[config.mk]
export PLATFORM = sky130hd
export DESIGN_NAME = frame_diff_binarize
export DESIGN_NICKNAME = d
export VERILOG_FILES = /design/src/rtl/frame_diff_binarize_pkg.sv /design/src/rtl/frame_diff_binarize_abs_diff.sv /design/src/rtl/frame_diff_binarize.sv
export SDC_FILE = /design/constraint.sdc
export NUM_CORES = 1
export LEC_CHECK = 0
export ABC_AREA = 1
export BUFFER_PORTS_ARGS = -buffer_cell sky130_fd_sc_hd__buf_2
export CAP_MARGIN = 0
export CORE_AREA = 8 8 122 124
export DETAILED_ROUTE_END_ITERATION = 6
export DIE_AREA = 0 0 130 132
export PLACE_DENSITY = 0.68
export SLEW_MARGIN = 10
export SYNTH_ARGS = -nofsm -noshare
export SYNTH_HDL_FRONTEND = slang
export SYNTH_HIERARCHICAL = 1
export SYNTH_SLANG_ARGS = --single-unit
export TNS_END_PERCENT = 30
[constraint.sdc]
create_clock -name clk -period 5 [get_ports clk]
set_input_delay 0.5 -clock clk [delete_from_list [all_inputs] [get_ports clk]]
set_output_delay 0.5 -clock clk [all_outputs]
set_load 0.01 [all_outputs]
[src/rtl/frame_diff_binarize_pkg.sv]
// Shared widths, default threshold and binary pixel codes for the frame-difference motion stage.
package frame_diff_binarize_pkg;

    localparam int                GRAY_W     = 8;
    localparam int                MCNT_W     = 22;
    localparam logic [GRAY_W-1:0] TH_DEFAULT = 8'd32;
    localparam logic [23:0]       BIN_ON     = 24'hFFFFFF;
    localparam logic [23:0]       BIN_OFF    = 24'h000000;

endpackage

[src/rtl/frame_diff_binarize_abs_diff.sv]
// Registered absolute difference of two unsigned pixels; forms pipeline stage S2.
module abs_diff #(
    parameter int DW = 8
) (
    input  logic          clk,
    input  logic          rst_n,
    input  logic [DW-1:0] a,
    input  logic [DW-1:0] b,
    input  logic          vld,
    output logic [DW-1:0] diff,
    output logic          diff_vld
);

    logic [DW-1:0] diff_c;

    // Subtracting the smaller operand from the larger one keeps the result in DW bits.
    always_comb diff_c = (a >= b) ? a - b : b - a;

    // NOTE: sequential state uses non-blocking assignments so every stage samples pre-edge values.
    always_ff @(posedge clk or negedge rst_n) begin
        if (!rst_n) begin
            diff     <= '0;
            diff_vld <= 1'b0;
        end else begin
            diff     <= diff_c;
            diff_vld <= vld;
        end
    end

endmodule

[src/rtl/frame_diff_binarize.sv]
// Frame-difference motion stage: |cur - prev| thresholded into a 24-bit binary pixel,
// with a saturating per-frame motion-pixel count and a sticky valid-mismatch flag.
module frame_diff_binarize
    import frame_diff_binarize_pkg::*;
#(
    parameter int            DW     = GRAY_W,
    parameter int            CNT_W  = MCNT_W,
    parameter logic [DW-1:0] TH_RST = TH_DEFAULT
) (
    input  logic             clk,
    input  logic             rst_n,
    input  logic             lcd_vs,
    input  logic [DW-1:0]    th_in,
    input  logic             cur_valid,
    input  logic [DW-1:0]    cur_gray,
    input  logic             prev_valid,
    input  logic [DW-1:0]    prev_gray,
    output logic             out_valid,
    output logic [23:0]      out_data,
    output logic [CNT_W-1:0] motion_cnt,
    output logic             motion_cnt_vld,
    output logic             sync_err
);

    logic             vs_d;
    logic             armed;
    logic             fs;
    logic [DW-1:0]    th_q;
    logic [DW-1:0]    a1;
    logic [DW-1:0]    b1;
    logic             v1;
    logic [DW-1:0]    d2;
    logic             v2;
    logic             hit3;
    logic [CNT_W-1:0] acc;
    logic [CNT_W-1:0] acc_inc;

    // armed masks the first cycle after reset so a low lcd_vs there is not taken as a frame start.
    always_ff @(posedge clk or negedge rst_n) begin
        if (!rst_n) begin
            vs_d  <= 1'b1;
            armed <= 1'b0;
            th_q  <= TH_RST;
        end else begin
            vs_d  <= lcd_vs;
            armed <= 1'b1;
            if (fs) th_q <= th_in;
        end
    end

    assign fs = armed & vs_d & ~lcd_vs;

    // S1: a side whose valid is low contributes 0, so a mismatched pixel still flows as valid.
    always_ff @(posedge clk or negedge rst_n) begin
        if (!rst_n) begin
            a1 <= '0;
            b1 <= '0;
            v1 <= 1'b0;
        end else begin
            a1 <= cur_valid  ? cur_gray  : '0;
            b1 <= prev_valid ? prev_gray : '0;
            v1 <= cur_valid | prev_valid;
        end
    end

    abs_diff #(.DW(DW)) u_abs_diff (
        .clk      (clk),
        .rst_n    (rst_n),
        .a        (a1),
        .b        (b1),
        .vld      (v1),
        .diff     (d2),
        .diff_vld (v2)
    );

    // S3: strict compare, d == th_q counts as no motion.
    always_ff @(posedge clk or negedge rst_n) begin
        if (!rst_n) begin
            out_valid <= 1'b0;
            out_data  <= BIN_OFF;
            hit3      <= 1'b0;
        end else begin
            out_valid <= v2;
            out_data  <= (v2 && (d2 > th_q)) ? BIN_ON : BIN_OFF;
            hit3      <= v2 && (d2 > th_q);
        end
    end

    always_comb acc_inc = (hit3 && (acc != '1)) ? acc + CNT_W'(1) : acc;

    // The pixel leaving S3 on the fs cycle is counted into the frame being closed.
    always_ff @(posedge clk or negedge rst_n) begin
        if (!rst_n) begin
            acc            <= '0;
            motion_cnt     <= '0;
            motion_cnt_vld <= 1'b0;
        end else begin
            motion_cnt_vld <= fs;
            if (fs) begin
                motion_cnt <= acc_inc;
                acc        <= '0;
            end else begin
                acc        <= acc_inc;
            end
        end
    end

    always_ff @(posedge clk or negedge rst_n) begin
        if (!rst_n)                       sync_err <= 1'b0;
        else if (cur_valid != prev_valid) sync_err <= 1'b1;
        else if (fs)                      sync_err <= 1'b0;
    end

endmodule

==> results.cfg <==
[floorplanning]
die_y_um = 132
start_util = 0.387
row_count = 42
core_area_um2 = 13000
dieWidth_um = 130
dieArea_um2 = 17200
io_pins = 78

[outcome]
outcome = completed

[timing]
period_share = 0.428
whs_ns = 0.295
hold_viol = 0
setup_tns_ns = 0
tightest_slew_ns = 1.01
report.final.slew_viol_count = 0
relSlewSlack = 0.329
period_needed_ns = 2.14
setup_viol_count_final = 0
clock.fmax_ghz = 0.467
fin_skew_ns = 0.00698
setup_slack_ns = 2.86
rsz0062_at_grt = no

[grt]
antenna_found_initial = 0
grt_pass1_vias = 3799
grt_max_degree = 85
overflow = 0
grt_first_pass_wirelength_mm = 17.7
grt_usage = 0.127

[worst_setup_path]
worst-path-max-fanout = 61
cp_top_family = buffers and inverters
crit_type = register to register
regToRegStartpoint = vs_d$_DFF_PN1_
crit_chain = nand2_1 -> nor2_4 -> buf_4 -> inv_1 -> a21o_1
crit_slowest_cell = inv_1
critPathRequiredTime_ns = 5.23
cp-startpoint = vs_d$_DFF_PN1_
cp.arrival_ns = 2.37
critPathLaunchType = register
cp_num_buf_inv = 2
slowest_delay_ns = 0.55
endpoint_kind = register

[layout]
multi_input_area_um2 = 2290
synthToLayoutAreaGrowth_pct = 13.0
final_cell_count_no_fill = 889
drive_above_1_share = 0.189
nets = 764
final_util = 0.437
n_fill_cell = 1314
seq_area_um2 = 2100
diodes = 0
stdcell_area_um2 = 5670

[power]
leakagePower_nw = 3.13
vdd_drop_max_mv = 0.158
p_clk_frac = 0.295
seqPwrFrac = 0.417
pwr-share-comb = 0.288
powerDensity_nw_per_um2 = 380
sw_frac_of_total = 0.341
p_total_mw = 2.16
power.internal_mw = 1.42
power.switching_uw = 736

[synth]
synth_area_um2 = 5020
syn_inst = 658
seq_area_frac_synth = 0.419
synth_seq_cells = 84
synth_edf_count = 0
syn_nets = 714
ys_async_sr_fraction = 1.00
synth_cell_type_count = 35
synthFlopType = dfrtp_1
synth_area_per_cell_um2 = 7.63
synth_warnings = 6

[place]
port_buffers = 77
place_inst = 873
place.gp.congestion = 0.866
place_ws_ns = 2.79
place_hpwl_mm = 7.52
postPlaceCellArea_um2 = 5380

[clock_network]
tritoncts = yes
path_clk_slew_ns = 0.06
hold_buffers = 0
clk_latency_ns = 0.34
root_buffer = clkbuf_16
cts_buffers = 9
htreeDepth = 3
clock-sinks = 84
postCtsSetupBuffers = 0
ctsResizeCount = 0
cts.path.max_buffers = 2

[hold_path]
hold_path.class = input pin to register
hp-start = lcd_vs

[routing]
drcViolationCount = 0
wirelength_mm = 10.2
antenna_left = 0
wl_per_cell_um = 11.5
viasPerCell = 4.42
drt-initial-drc-count = 261
vias = 3933
first_pass_iters = 5

[flow_run]
maxCapViolCount = 0
power by group through the flow:
stage / Combinational, mW / Clock, mW / Sequential (mW)
CTS: 0.637 / 0.649 / 0.902
floorplan: 0.507 / 0 / 0.908
global route: 0.706 / 0.684 / 0.920
finish: 0.621 / 0.636 / 0.900
detailed placement: 0.625 / 0 / 0.913
global placement: 0.615 / 0 / 0.911
layout by cell type, fill, tap and decap left out, types with 7 or more instances in the layout:
cell	count
a21oi_1	16
nand3_2	12
nand3_1	46
inv_1	97
nand2_1	224
dfrtp_1	82
o21ai_0	11
nand4_1	8
buf_2	76
clkbuf_16	9
ha_1	25
nor2_1	44
xor2_1	7
cells in the mapped netlist (all sizes together), types with 3 or more instances:
library cell | count | area (µm²)
nand3b | 3 | 22.5
nand3 | 59 | 368
xnor2 | 4 | 35.0
clkbuf | 8 | 30.0
ha | 25 | 313
inv | 100 | 375
dfrtp | 82 | 2050
nand4 | 8 | 50.1
buf | 31 | 229
nand2 | 233 | 912
xor2 | 7 | 61.3
nor3 | 3 | 15.0
nor2 | 56 | 263
a21oi | 17 | 96.4
o21ai | 13 | 68.8
worst reg2reg max path, delay by kind of cell (launching register included):
| family | cells | cell delay, ns |
|---|---|---|
| flip-flops | 1 | 0.52 |
| AND/OR/NAND/NOR | 2 | 0.15 |
| buffers and inverters | 2 | 1.06 |
| AO/OA/AOI/OAI | 1 | 0.30 |
cell type report:
class / count / share of cell area
Clock buffer: 13 / 0.0476
Sequential cell: 84 / 0.371
Clock inverter: 3 / 0.00353
Multi-Input combinational cell: 435 / 0.403
Timing Repair Buffer: 78 / 0.0697
Tap cell: 176 / 0.0388
Inverter: 100 / 0.0662
kinds of logic after synthesis:
logic type	count (synthesis)	share of synthesized area
adder cells (fa/ha/maj)	27	0.0703
buffers and inverters	139	0.126
other	1	0.000747
AND/OR/NAND/NOR	363	0.327
XOR/XNOR	11	0.0192
flip-flops	84	0.419
AO/OA/AOI/OAI	33	0.0374
layer usage:
layer | part of all wire | wire, µm | track usage | vias to the layer above
met2 | 0.45 | 4560 | 0.197 | 90
li1 | - | - | - | 2091
met5 | 0 | 0 | 0 | -
met1 | 0.48 | 4950 | 0.171 | 1741
met4 | 0.014 | 145 | 0.0465 | 0
met3 | 0.056 | 574 | 0.0222 | 11
flip-flops by register name (all words and copies together) (netlist names), 8 cells and up:
name / flops
acc: 22
motion_cnt: 22
a1: 8
b1: 8
th_q: 8
u_abs_diff/diff: 8
worst paths after layout:
path | depth (start not counted) | slack [ns] | to
worst min-delay path | 1 | 0.29 | vs_d$_DFF_PN1_
worst min register to register | 0 | 0.35 | u_abs_diff/diff_vld$_DFF_PN0_
worst max register to register | 5 | 2.86 | sync_err$_DFFE_PN0P_
min in group asynchronous | 1 | 0.34 | motion_cnt[4]$_DFFE_PN0P_
max in group asynchronous | 1 | 4.02 | th_q[6]$_DFFE_PN0P_
worst max-delay path | 5 | 2.86 | sync_err$_DFFE_PN0P_
Power figures use the tool's default switching activity.
